$ cat src/rtl/easyaxi_slv_wr.sv
// AXI write-side slave: accepts one AW/W burst at a time into a local word array
// and answers with a single B response.
module easyaxi_slv_wr #(
  parameter int ID_W      = 4,
  parameter int ADDR_W    = 16,
  parameter int DATA_W    = 32,
  parameter int LEN_W     = 8,
  parameter int MEM_DEPTH = 64
) (
  input  logic                clk,
  input  logic                rst_n,
  input  logic                enable,
  input  logic                axi_slv_awvalid,
  output logic                axi_slv_awready,
  input  logic [ID_W-1:0]     axi_slv_awid,
  input  logic [ADDR_W-1:0]   axi_slv_awaddr,
  input  logic [LEN_W-1:0]    axi_slv_awlen,
  input  logic [2:0]          axi_slv_awsize,
  input  logic [1:0]          axi_slv_awburst,
  input  logic                axi_slv_wvalid,
  output logic                axi_slv_wready,
  input  logic [DATA_W-1:0]   axi_slv_wdata,
  input  logic [DATA_W/8-1:0] axi_slv_wstrb,
  input  logic                axi_slv_wlast,
  output logic                axi_slv_bvalid,
  input  logic                axi_slv_bready,
  output logic [ID_W-1:0]     axi_slv_bid,
  output logic [1:0]          axi_slv_bresp
);

  localparam int STRB_W = DATA_W / 8;
  localparam int OFF_W  = $clog2(STRB_W);
  localparam int IDX_W  = $clog2(MEM_DEPTH);
  localparam logic [ADDR_W-1:0] DEPTH_A = ADDR_W'(MEM_DEPTH);

  typedef enum logic [1:0] {IDLE, DATA, RESP} state_t;

  state_t            state_reg, state_next;
  logic [ID_W-1:0]   id_reg, id_next;
  logic [ADDR_W-1:0] addr_reg, addr_next;
  logic [LEN_W-1:0]  len_reg, len_next;
  logic [2:0]        size_reg, size_next;
  logic [1:0]        burst_reg, burst_next;
  logic [LEN_W:0]    cnt_reg, cnt_next;
  logic              err_reg, err_next;
  logic              awready_reg, awready_next;
  logic              wready_reg, wready_next;
  logic              bvalid_reg, bvalid_next;
  logic [1:0]        bresp_reg, bresp_next;

  logic [DATA_W-1:0] mem [MEM_DEPTH];

  logic              aw_fire, w_fire, in_range, beat_active, beat_wr;
  logic [ADDR_W-1:0] word_addr;
  logic [IDX_W-1:0]  mem_idx;

  assign aw_fire     = axi_slv_awvalid && awready_reg;
  assign w_fire      = axi_slv_wvalid && wready_reg;
  assign word_addr   = addr_reg >> OFF_W;
  assign in_range    = word_addr < DEPTH_A;
  assign mem_idx     = word_addr[IDX_W-1:0];
  // Beats past the announced length are swallowed while waiting for wlast.
  assign beat_active = cnt_reg <= {1'b0, len_reg};
  assign beat_wr     = w_fire && beat_active && !err_reg && in_range;

  always_comb begin
    state_next = state_reg;
    id_next    = id_reg;
    addr_next  = addr_reg;
    len_next   = len_reg;
    size_next  = size_reg;
    burst_next = burst_reg;
    cnt_next   = cnt_reg;
    err_next   = err_reg;
    bresp_next = bresp_reg;
    case (state_reg)
      IDLE: begin
        if (aw_fire) begin
          id_next    = axi_slv_awid;
          addr_next  = axi_slv_awaddr;
          len_next   = axi_slv_awlen;
          size_next  = axi_slv_awsize;
          burst_next = axi_slv_awburst;
          cnt_next   = '0;
          err_next   = axi_slv_awburst[1] || (axi_slv_awsize > 3'(OFF_W));
          state_next = DATA;
        end
      end
      DATA: begin
        if (w_fire) begin
          if (beat_active) begin
            if (!err_reg && !in_range) err_next = 1'b1;
            if (axi_slv_wlast && (cnt_reg < {1'b0, len_reg})) err_next = 1'b1;
            if (!axi_slv_wlast && (cnt_reg == {1'b0, len_reg})) err_next = 1'b1;
          end
          if (cnt_reg != '1) cnt_next = cnt_reg + 1'b1;
          if (burst_reg == 2'd1) addr_next = addr_reg + (ADDR_W'(1) << size_reg);
          if (axi_slv_wlast) begin
            bresp_next = err_next ? 2'd2 : 2'd0;
            state_next = RESP;
          end
        end
      end
      RESP: begin
        if (bvalid_reg && axi_slv_bready) state_next = IDLE;
      end
      default: state_next = IDLE;
    endcase
    // awready waits one cycle in IDLE after a response so AW never overlaps B.
    awready_next = (state_reg == IDLE) && (state_next == IDLE) && enable;
    wready_next  = (state_next == DATA);
    bvalid_next  = (state_next == RESP);
  end

  always_ff @(posedge clk or negedge rst_n) begin
    if (!rst_n) begin
      state_reg   <= IDLE;
      id_reg      <= '0;
      addr_reg    <= '0;
      len_reg     <= '0;
      size_reg    <= '0;
      burst_reg   <= '0;
      cnt_reg     <= '0;
      err_reg     <= 1'b0;
      awready_reg <= 1'b0;
      wready_reg  <= 1'b0;
      bvalid_reg  <= 1'b0;
      bresp_reg   <= '0;
    end else begin
      state_reg   <= state_next;
      id_reg      <= id_next;
      addr_reg    <= addr_next;
      len_reg     <= len_next;
      size_reg    <= size_next;
      burst_reg   <= burst_next;
      cnt_reg     <= cnt_next;
      err_reg     <= err_next;
      awready_reg <= awready_next;
      wready_reg  <= wready_next;
      bvalid_reg  <= bvalid_next;
      bresp_reg   <= bresp_next;
    end
  end

  always_ff @(posedge clk or negedge rst_n) begin
    if (!rst_n) begin
      for (int i = 0; i < MEM_DEPTH; i++) mem[i] <= '0;
    end else if (beat_wr) begin
      for (int b = 0; b < STRB_W; b++) begin
        if (axi_slv_wstrb[b]) mem[mem_idx][8*b +: 8] <= axi_slv_wdata[8*b +: 8];
      end
    end
  end

  assign axi_slv_awready = awready_reg;
  assign axi_slv_wready  = wready_reg;
  assign axi_slv_bvalid  = bvalid_reg;
  assign axi_slv_bid     = id_reg;
  assign axi_slv_bresp   = bresp_reg;

endmodule
$ cat config.mk
export PLATFORM = sky130hd
export DESIGN_NAME = easyaxi_slv_wr
export DESIGN_NICKNAME = d
export VERILOG_FILES = /design/src/rtl/easyaxi_slv_wr.sv
export SDC_FILE = /design/constraint.sdc
export NUM_CORES = 1
export LEC_CHECK = 0
export BUFFER_PORTS_ARGS = -buffer_cell sky130_fd_sc_hd__buf_4
export CAP_MARGIN = 5
export CORE_MARGIN = 2
export CORE_UTILIZATION = 53
export CTS_CLUSTER_DIAMETER = 120
export DETAILED_ROUTE_END_ITERATION = 7
export GPL_ROUTABILITY_DRIVEN = 0
export PLACE_DENSITY = 0.79
export SLEW_MARGIN = 0
export SYNTH_ARGS = -nofsm -noshare
export SYNTH_HDL_FRONTEND = slang
export SYNTH_SLANG_ARGS = --single-unit
$ cat constraint.sdc
create_clock -name clk -period 3.2 [get_ports clk]
set_clock_uncertainty 0.15 [all_clocks]
set_input_delay 0.32 -clock clk [delete_from_list [all_inputs] [get_ports clk]]
set_output_delay 0.32 -clock clk [all_outputs]
set_load 0.02 [all_outputs]
After elaboration in Yosys (flattened, before gate mapping)
Cells that the tools add are included.
{"block": "totals", "regBits": 50, "latch_bits": 0, "mem_bits_rw": 0, "mem_bits_ro": 0, "inputBits": 76, "out_inout_bits": 9, "word_cells": 73, "mem_count": 0}
{"block": "classes", "addsub": 2, "mul": 0, "div": 0, "magnitude_cmp": 4, "n_eq_ne": 11, "shifts": 1, "muxes": 23, "n_bitwise": 0, "n_reduce_logical": 20}
{"op": "$mux W16", "count": 3}
{"op": "$pmux W16 S2", "count": 1}
{"op": "$mux W9", "count": 3}
{"op": "$pmux W9 S2", "count": 1}
{"op": "$add A16 B16 Y16", "count": 1}
{"op": "$shl A1 B3 Y16 const A", "count": 1}
{"op": "$lt A14 B7 Y1 const B", "count": 1}
{"op": "$mux W2", "count": 5}
{"op": "$add A9 B1 Y9 const B", "count": 1}
{"op": "$eq A9 B8 Y1", "count": 1}
{"op": "$le A9 B8 Y1", "count": 1}
{"op": "$lt A9 B8 Y1", "count": 1}
{"op": "$ne A9 B9 Y1 const B", "count": 1}
{"op": "$logic_and A1 B1 Y1", "count": 8}
{"op": "$mux W1", "count": 8}
{"op": "$ne A2 B2 Y1 const B", "count": 4}
{"op": "$reduce_and A4 Y1", "count": 2}
{"op": "$eq A2 B1 Y1 const B", "count": 3}
{"op": "$pmux W2 S3", "count": 1}
{"op": "$reduce_and A3 Y1", "count": 2}
{"op": "$eq A2 B2 Y1 const B", "count": 2}
{"op": "$logic_not A2 Y1", "count": 2}
{"op": "$gt A3 B2 Y1 const B", "count": 1}
{"op": "$logic_not A1 Y1", "count": 3}
{"op": "4 further kinds", "count": 4}

Logic depth before layout (Yosys ltp)
{"block": "depth", "depth_word": 11, "ltp_mapped": 9}

Worst setup path after synthesis
Ideal clock, no wire load.
{"block": "synth_path", "path_type": "reg-to-reg", "startpoint": "register size_reg[1]", "endpoint": "register addr_reg[12]", "arrival_ns": 2.317, "t_required_ns": 2.927, "setup_slack_ns": 0.610, "path_stages_with_launch": 10, "path_buffers": 1, "cell_sequence": "dfrtp_1 clkbuf_1 nor3_1 ha_1 fa_1 a211oi_2 o21bai_1 o41ai_4 o21ai_0 o221a_2"}
{"block": "synth_between", "elab_chain_len": 5}
{"element": "start: declaration", "line_no": "42", "rtl": "logic [2:0] size_reg, size_next;"}
{"element": "start signal: assignment", "line_no": "134", "rtl": "size_reg <= size_next;"}
{"element": "$shl A1 B3 Y16", "line_no": "97", "rtl": "if (burst_reg == 2'd1) addr_next = addr_reg + (ADDR_W'(1) << size_reg);"}
{"element": "$add A16 B16 Y16", "line_no": "97"}
{"element": "$mux W16", "line_no": "97"}
{"element": "$mux W16", "line_no": "90", "rtl": "if (w_fire) begin"}
{"element": "$pmux W16 S2", "line_no": "76", "rtl": "case (state_reg)"}
{"element": "end signal: assignment", "line_no": "132", "rtl": "addr_reg <= addr_next;"}
{"element": "end: declaration", "line_no": "40", "rtl": "logic [ADDR_W-1:0] addr_reg, addr_next;"}
Every way passes these cells. The select of a mux whose other input is x is not followed.
A chain may end at the register's enable or synchronous reset.

Worst setup path in the final report
Ends and elaborated chain as after synthesis.

==> metrics <==
status=complete, no violations; DR DRC count=0; area grow syn2layout=15.27%; Tcrit/Tclk final=0.8957; Synth area leaders=dfrtp_1 40%, nand2_1 8.1%, ha_1 7.4%, o21ai_0 3.6%, nor2_1 3.2%; cells after synthesis=348; Worst setup EP type=flip-flop; ys async rst share=1.000; max cap viols=0; Largest register FFs=16; first-pass GRT wire length=11,520 um; Final Max Slew Viols=0; slowest stage cell, crit path=dfrtp_1; Setup TNS=0 ps; Yosys reg bits=49; drt pass-1 iters=4; root buffer cell=clkbuf_8; Initial Util=0.5501; Die ar.=6374 um^2; Syn Nets=443; row cnt=27; drt wl/cell=14.68 um; final hold violation count=0; largest net degree at the start of global routing=50; All-Layer GR Usage=0.2276; IO Pins=85; IO buf count=47; Synth cell types=58; detailed-placement wirelength estimate=4912 um; total gr overflow=0; total number of vias=2,671; die span in y=79.84 um; layout cell share with drive strength beyond 1=0.1804; clk_lat worst skew=300 ps; LEAKAGE=1.661 nW; Critical Path RT=3230 ps; Final ANT Viol Nets=0; number of clock sinks=49; placed cell count=451; Commonest cells post-synth=66 x nand2_1, 49 x dfrtp_1, 26 x nor2_1; Core Footprint=5540 um^2; time the worst path needs with I/O delays and setup=2866 ps; CP cell instances=nor3_1 -> ha_1 -> fa_1 -> a211oi_2 -> o21bai_1 -> o41ai_4 -> o21ai_0 -> o221a_2; ys flop type=dfrtp_1; vias in the first global route=2,530; # resized after CTS=0; DIE WIDTH=79.84 um; Setup Fix Bufs, Post-CTS=0; Yosys top cell area share=0.4023; final setup vio count=0; Layout Cells excl Fill=460; Peak Freq=0.3489 GHz; Total Wirelength=6752 um; Max transition margin=0.3405; sequential fraction of the synthesis area=0.4023; Top delay family on crit path=compound AO/OA/AOI/OAI gates; CTS tree=built; Arrival @ worst endpoint=2900 ps; slowest stage delay, CP=470 ps; Reg clk slew, reported paths=90 ps; CTS Hold Bufs=1; initial antenna violation count=0; number of flops mapped to enable cells by yosys=0; worst vdd ir=0.0004690 V; ant diodes=0; Max Root-Sink Buffers=2; Syn. warnings=0; H-tree depth=2; unrepaired setup endpoints after global routing=no; Setup Crit Path Kind=flip-flop to flip-flop; CP startpoint kind=flip-flop; nets@finish=482; worst-margin pin slew=989.3 ps; Synth Cell Area=3048 um^2; Post-Syn Area per Cell=8.758 um^2; leading area contributor after synthesis=dfrtp_1; PD cells=832.5 nW/um^2; crit path max fanout=9; HP Class=input port to flip-flop; Worst Path Buf+Inv=0; via/cell ratio=5.807; Num CTS Buffers=5; most common cell in the netlist=nand2_1; 1st-iter DRT viols=196
-- tightest hold or removal path, cell delays in order --
cell and delay (ps):
buf_4 80, nand2_1 40, nand2_1 40
-- layout by cell type (no fill, tap or decap), drive strengths merged, types with 2 or more instances in the layout --
cell | synthesis | layout
a211o | 2 | 2
a211oi | 3 | 3
a21o | 4 | 4
a21oi | 17 | 17
a221oi | 4 | 4
a311o | 2 | 2
a31o | 2 | 2
a31oi | 6 | 6
a32o | 2 | 2
and2 | 3 | 3
and3 | 11 | 11
buf | 9 | 51
clkbuf | 11 | 5
clkinv | 0 | 2
dfrtp | 49 | 49
ha | 18 | 18
inv | 13 | 13
nand2 | 66 | 66
nand2b | 3 | 3
nand3 | 15 | 15
nand4 | 8 | 8
nand4b | 2 | 2
nor2 | 26 | 26
nor3 | 5 | 5
nor3b | 3 | 3
nor4 | 4 | 4
nor4b | 2 | 2
o211ai | 5 | 5
o21ai | 22 | 22
or3 | 2 | 2
or4 | 2 | 2
xnor2 | 2 | 2
xor2 | 6 | 6
-- path summary, 6_finish.rpt --
check	slack, ps	cells after the start	start	endpoint
worst max-delay path	330	8	size_reg[1]	addr_reg[12]
worst min-delay path	60	3	axi_slv_awid[2]	axi_slv_bid[2]
worst max register to register	330	8	size_reg[1]	addr_reg[12]
worst min register to register	340	2	axi_slv_bid[1]	axi_slv_bid[1]
max in group asynchronous	2050	2	rst_n	burst_reg[0]
min in group asynchronous	420	2	rst_n	addr_reg[6]
-- through the flow --
stage                     setup WS, ps  cell area, um^2  hold WS [ps]  power (W)    util
after detailed placement         386.6             3417         230.1   0.002571  0.6168
after CTS                        363.6             3513         53.01   0.002933  0.6341
after global routing             128.6             3513         47.07   0.003214  0.6341
final                            333.7             3513         57.83   0.002925  0.6341
after global placement           408.2             3417         237.0   0.002498  0.6168
after floorplan                  610.1             3048        -125.6   0.002187       -
-- power by group --
| group | internal, W | total, W | switching (W) | leakage (nW) |
|---|---|---|---|---|
| Clock | 0.000151 | 0.000358 | 0.000207 | 0.0439 |
| Combinational | 0.000609 | 0.00144 | 0.000832 | 1.02 |
| Sequential | 0.000873 | 0.00113 | 0.000254 | 0.600 |
| Total | 0.00163 | 0.00292 | 0.00129 | 1.66 |
-- area by class of cell --
cell class                      count  area (um^2)
Clock buffer                        5        68.82
Clock inverter                      3        17.52
Fill cell                         474         2027
Inverter                           13        48.80
Multi-Input combinational cell    266         1669
Sequential cell                    49         1226
Tap cell                           72        90.09
Timing Repair Buffer               52        392.9
-- routing by layer --
metal | GRT usage | part of all wire | up-vias
li1 | - | - | 1321
met1 | 0.3066 | 0.46 | 1282
met2 | 0.3790 | 0.49 | 66
met3 | 0.04072 | 0.052 | 2
met4 | 0.05932 | 0.0050 | 0
met5 | 0 | 0 | -
-- cells by family (layout without fill, tap and decap cells) --
| logic type | after synthesis | in the layout | synth area share |
|---|---|---|---|
| flops | 49 | 49 | 0.4023 |
| mux | 1 | 1 | 0.003284 |
| buf+inv | 33 | 73 | 0.05008 |
| simple gates | 159 | 159 | 0.2558 |
| fa+ha+maj | 19 | 19 | 0.08046 |
| xor+xnor | 8 | 8 | 0.02299 |
| compound gates | 78 | 78 | 0.1839 |
| other cells | 1 | 1 | 0.001230 |
(Power assumes the default switching activity.)
